===== config.mk =====
export PLATFORM = sky130hd
export DESIGN_NAME = logic_gate_pipe
export DESIGN_NICKNAME = d
export VERILOG_FILES = /design/src/rtl/logic_gate_pipe.sv
export SDC_FILE = /design/constraint.sdc
export NUM_CORES = 1
export LEC_CHECK = 0
export ABC_AREA = 1
export CAP_MARGIN = 40
export CORE_ASPECT_RATIO = 0.5
export CORE_MARGIN = 4
export CORE_UTILIZATION = 45
export CTS_BUF_LIST = sky130_fd_sc_hd__clkbuf_4 sky130_fd_sc_hd__clkbuf_8
export CTS_CLUSTER_DIAMETER = 100
export DETAILED_ROUTE_END_ITERATION = 10
export PLACE_DENSITY = 0.86
export REMOVE_ABC_BUFFERS = 1
export SLEW_MARGIN = 20
export SYNTH_ARGS = -nofsm -noshare
export SYNTH_HDL_FRONTEND = slang
export SYNTH_SLANG_ARGS = --single-unit

===== constraint.sdc =====
create_clock -name clk -period 1.81 [get_ports clk]
set_input_delay 0.362 -clock clk [delete_from_list [all_inputs] [get_ports clk]]
set_output_delay 0.362 -clock clk [all_outputs]
set_load 0.02 [all_outputs]

===== src/rtl/logic_gate_pipe.sv =====
`default_nettype none
// =============================================================================
// Module  : logic_gate_pipe
// Brief   : NUM_IN-operand bitwise AND/OR/XOR/NAND/NOR/XNOR reducer with a
//           registered valid/ready output stage, transfer counter and error flag.
// Revision: 1.0 - initial release
// =============================================================================
module logic_gate_pipe #(
   parameter int WIDTH  = 8,
   parameter int NUM_IN = 2,
   parameter int CNT_W  = 16
) (
   input  logic                    clk,
   input  logic                    rst_n,
   input  logic                    in_valid,
   output logic                    in_ready,
   input  logic [NUM_IN*WIDTH-1:0] in_data,
   input  logic [2:0]              in_op,
   output logic                    out_valid,
   input  logic                    out_ready,
   output logic [WIDTH-1:0]        out_data,
   output logic [2:0]              out_op,
   output logic                    op_err,
   input  logic                    err_clr,
   output logic [CNT_W-1:0]        xfer_cnt
);

   localparam logic [2:0] OP_AND  = 3'd0;
   localparam logic [2:0] OP_OR   = 3'd1;
   localparam logic [2:0] OP_XOR  = 3'd2;
   localparam logic [2:0] OP_NAND = 3'd3;
   localparam logic [2:0] OP_NOR  = 3'd4;
   localparam logic [2:0] OP_XNOR = 3'd5;

   localparam logic [CNT_W-1:0] CNT_ONE = {{(CNT_W-1){1'b0}}, 1'b1};

   logic [WIDTH-1:0] red_and;
   logic [WIDTH-1:0] red_or;
   logic [WIDTH-1:0] red_xor;
   logic [WIDTH-1:0] func;
   logic             illegal;
   logic             accept;
   logic             drain;

   always_comb begin
      red_and = '1;
      red_or  = '0;
      red_xor = '0;
      for (int k = 0; k < NUM_IN; k++) begin
         red_and = red_and & in_data[k*WIDTH +: WIDTH];
         red_or  = red_or  | in_data[k*WIDTH +: WIDTH];
         red_xor = red_xor ^ in_data[k*WIDTH +: WIDTH];
      end
   end

   // Codes 6 and 7 still produce a (zero) result so the stream never stalls.
   always_comb begin
      func    = '0;
      illegal = 1'b0;
      case (in_op)
         OP_AND:  func = red_and;
         OP_OR:   func = red_or;
         OP_XOR:  func = red_xor;
         OP_NAND: func = ~red_and;
         OP_NOR:  func = ~red_or;
         OP_XNOR: func = ~red_xor;
         default: illegal = 1'b1;
      endcase
   end

   assign in_ready = !out_valid || out_ready;
   assign accept   = in_valid && in_ready;
   assign drain    = out_valid && out_ready;

   always_ff @(posedge clk or negedge rst_n) begin
      if (!rst_n) begin
         out_valid <= 1'b0;
         out_data  <= '0;
         out_op    <= '0;
      end else if (accept) begin
         out_valid <= 1'b1;
         out_data  <= func;
         out_op    <= in_op;
      end else if (drain) begin
         out_valid <= 1'b0;
      end
   end

   // A new illegal accept outranks a coincident clear request.
   always_ff @(posedge clk or negedge rst_n) begin
      if (!rst_n) begin
         op_err <= 1'b0;
      end else if (accept && illegal) begin
         op_err <= 1'b1;
      end else if (err_clr) begin
         op_err <= 1'b0;
      end
   end

   always_ff @(posedge clk or negedge rst_n) begin
      if (!rst_n) begin
         xfer_cnt <= '0;
      end else if (drain) begin
         xfer_cnt <= xfer_cnt + CNT_ONE;
      end
   end

endmodule
`default_nettype wire


# ---- Yosys cells after proc, flatten, opt, wreduce, memory -nomap -nowiden
# Cells that the tools add are included.
dict set report totals {
  regBits 29
  latch_bits 0
  ramBits 0
  romBits 0
  inputBits 24
  out_inout_bits 30
  word_cells 32
  memories 0
}
dict set report op_classes {
  n_addsub 1
  multipliers 0
  n_div 0
  magnitude_cmp 0
  eq_ne 5
  shifts 0
  n_mux 6
  n_bitwise 6
  reduce_logical 9
}
# cell n
set op_table {}
lappend op_table {{8-bit one-hot mux with 6 select lines} 1}
lappend op_table {{8-bit inverter} 3}
lappend op_table {{16-bit by 1-bit adder with 16-bit output (second input constant)} 1}
lappend op_table {{8-bit bitwise AND} 1}
lappend op_table {{8-bit bitwise OR} 1}
lappend op_table {{8-bit bitwise XOR} 1}
lappend op_table {{3-bit by 2-bit == test with 1-bit output (second input constant)} 2}
lappend op_table {{3-bit == test (second input constant)} 2}
lappend op_table {{6-bit OR reduction} 1}
lappend op_table {{1-bit two-way mux} 5}
lappend op_table {{2-bit nonzero test} 2}
lappend op_table {{3-bit by 1-bit == test with 1-bit output (second input constant)} 1}
lappend op_table {{1-bit logical AND} 3}
lappend op_table {{3-bit zero test} 1}
lappend op_table {{1-bit zero test} 1}
lappend op_table {{1-bit logical OR} 1}

# ---- Logic depth before layout (Yosys ltp)
dict set report depth {
  depth_word 5
  ltp_mapped 9
  mapped_depth_nobuf 9
}

# ---- Worst setup path before layout
# No wires, ideal clock.
dict set report synth_timing {
  path_type {register to register}
  from {register xfer_cnt[0]}
  to {register xfer_cnt[14]}
  setup_time_ns 0.113
  arrival_ns 1.254
  required_time_ns 1.697
  path_slack_ns 0.443
  path_stages_with_launch 9
  n_path_buf 0
  synth_period_minus_slack_ns 1.367
  path_cell_list {dfrtp_1 ha_1 inv_1 nor2_1 nand2_1 nor2_1 nand3_1 nand2_1 inv_1}
}
dict set report synth_via {
  elab_chain_cells 1
}
# element line
set synth_lines {}
lappend synth_lines {{from (decl)} 25} ;# output logic [CNT_W-1:0] xfer_cnt
lappend synth_lines {{from (signal assigned)} 104} ;# xfer_cnt <= xfer_cnt + CNT_ONE;
lappend synth_lines {{16-bit by 1-bit adder with 16-bit output} 104}
# Every way passes these cells.
# A chain may end at the register's enable or synchronous reset.

# ---- Worst setup path after layout
dict set report layout_timing {
  from {register xfer_cnt[9]}
  to {output port xfer_cnt[9]}
}
# No word-level cell between the ends.

==> impl_results.md <==
* All-Layer GR Usage at 16.8%
* Max Slew Vio Count at 0
* DRC viols at 0
* Post-Syn Instances at 296
* Mean post-synth cell area at 6.99 µm²
* Worst path bufs/invs at 1
* Fmax at 0.583 GHz
* Min Tclk post-route at 1720 ps
* Max IR drop VDD at 341 µV
* Critical path depth at 1
* Worst-Margin Slew at 363 ps
* Setup ws final at 94.1 ps
* Site row count at 17
* Most frequent cells in the layout: nand2_1, inv_1, clkdlybuf4s50_1
* Final net count at 403
* Reg-to-reg setup timing slack at 400 ps
* Mapped Area at 2070 µm²
* Post-CTS setup buffers at 0
* Worst Path Max Fanout at 5
* Starting DRT DRC Count at 77
* RSZ-0062 raised after global routing: no
* Final Hold Vio Count at 0
* Hold bufs inserted after CTS at 0
* Post-layout power at 0.00221 W
* Vias per inst at 4.73
* Post-route ant nets at 0
* Count of unique library cells instantiated by Yosys at 22
* Seq/Total Area, Yosys at 35.1%
* Worst-skew pair later-pin latency at 270 ps
* Initial antenna violation count at 0
* I/O Buffers at 53
* Final wirelength at 4630 µm
* HP Class: in -> async
* Final Non-Filler Cells at 420
* Placed cell count at 412
* Ys Warns at 0
* Status: complete, no violations
* Drt pass-1 iters at 4
* Commonest non-fill, non-tap cell in the layout: nand2_1
* Final core occ at 63.6%
* Setup Crit Path Kind: reg -> out
* Max Cap Viol at 0
* Core box area at 4420 µm²
* Area Overhead vs Synth at 36.0%
* Req. time, crit path at 1450 ps
* FF-to-FF End: xfer_cnt[14]
* Die Ht at 56.0 µm
* GR Overflow Total at 0
* Via count at 1988
* Final period utilization at 94.8%
* N_diodes at 0
* Critical-path top delay cell: clkdlybuf4s50_1
* Width of the die at 104 µm
* CTS Root Cell: clkbuf_8
* Startpoint Class: flip-flop
* Worst path cell trace: clkdlybuf4s50_1
* Reg2reg start: xfer_cnt[0]
* First-pass GRT wire length at 8140 µm
* Register bit count reported by yosys at 29
* CTS tree: done
* Hold Worst Slack at 468 ps
* I/O pin count at 54
* H-tree depth at 2
* CP max stage delay at 640 ps
* Crit path capture type: output pin
* Worst-path clk slew at 60 ps
* Sink Count at 29
* Setup Slack @ Placement at -109 ps
* Setup violations, final at 0
* Max clock buf depth at 2
* Power density cells at 785 nW/µm²
* Rel. slew slack at 75.8%
* Worst reg-to-reg path cell count at 8
* Largest net degree at the start of global routing at 30
* Crit path max-delay family: buffers and inverters
* Clk_skew at 3.16 ps
* CP arrival at 1350 ps
* Initial core utilization at 46.8%
* TritonCTS Buffers at 5
* LEAKAGE at 1.54 nW
* GP Congestion at 0.829
* Post-CTS Resized at 1
* Detail Placement HPWL at 3670 µm
* Wire per inst at 11.0 µm
* Vias in the first global route at 1934
* Die footprint at 5810 µm²
* Share of cells above drive strength 1 at 7.16%
-- metal layers --
metal  share of wire, %  global-route usage (%)  wire length (µm)
met1                 43                    17.7              1980
met2                 52                    33.3              2400
met3                3.5                    2.67               160
met4                2.0                    7.20                94
met5                  0                       0                 0
-- per-stage QoR --
step / cell area (µm²) / TNS (ps)
floorplan: 2050 / 0
global placement: 2730 / -103
detailed placement: 2730 / -115
CTS: 2820 / 0
global route: 2820 / 0
finish: 2820 / 0
-- flip-flops by register name, summed over array words and instances (netlist names) --
name,count
xfer_cnt,16
out_data,8
out_op,3
op_err,1
out_valid,1
-- Yosys cell counts --
library cell	number	area (µm²)
buf_4	1	7.51
buf_6	1	11.3
dfrtp_1	29	726
ha_1	17	213
inv_1	63	236
inv_4	2	12.5
nand2_1	112	420
nand2_2	1	6.26
nand2_4	1	11.3
nand3_1	18	90.1
nand3_2	1	10.0
nand3_4	3	52.6
nand4_1	6	37.5
nor2_1	20	75.1
nor2_2	1	6.26
nor2_4	1	11.3
nor3_1	2	10.0
o21ai_0	4	20.0
o21bai_1	1	7.51
o32ai_1	1	8.76
xnor2_1	8	70.1
xor2_1	3	26.3
-- power breakdown --
| part | internal (W) | total [W] | switching (W) |
|---|---|---|---|
| Combinational | 0.000379 | 0.000809 | 0.000429 |
| Clock | 0.000317 | 0.000537 | 0.000220 |
| Sequential | 0.000757 | 0.000863 | 0.000106 |
| Total | 0.00145 | 0.00221 | 0.000756 |
-- layout make-up --
class | instances | area [µm²]
flip-flops and latches | 29 | 726
multi-input cells | 200 | 1080
fillers | 367 | 1610
repair buffers | 61 | 602
clock buffers | 8 | 91.3
well taps | 57 | 71.3
inverters | 65 | 249
-- worst max path at each step --
stage	startpoint	end
floorplan	out_valid	out_data[0]
global placement	out_ready	in_ready
detailed placement	out_ready	in_ready
CTS	xfer_cnt[8]	xfer_cnt[8]
global route	xfer_cnt[8]	xfer_cnt[8]
finish	xfer_cnt[9]	xfer_cnt[9]
-- logic make-up (layout without fill, tap and decap cells) --
| group | Yosys count | in the layout | share of synthesized area [%] |
|---|---|---|---|
| AO/OA/AOI/OAI | 6 | 6 | 1.75 |
| XOR/XNOR | 11 | 11 | 4.66 |
| adder cells (fa/ha/maj) | 17 | 17 | 10.3 |
| buffers and inverters | 67 | 134 | 12.9 |
| flip-flops | 29 | 29 | 35.1 |
| AND/OR/NAND/NOR | 166 | 166 | 35.3 |
Note: power is estimated with default switching activity, not from simulation.
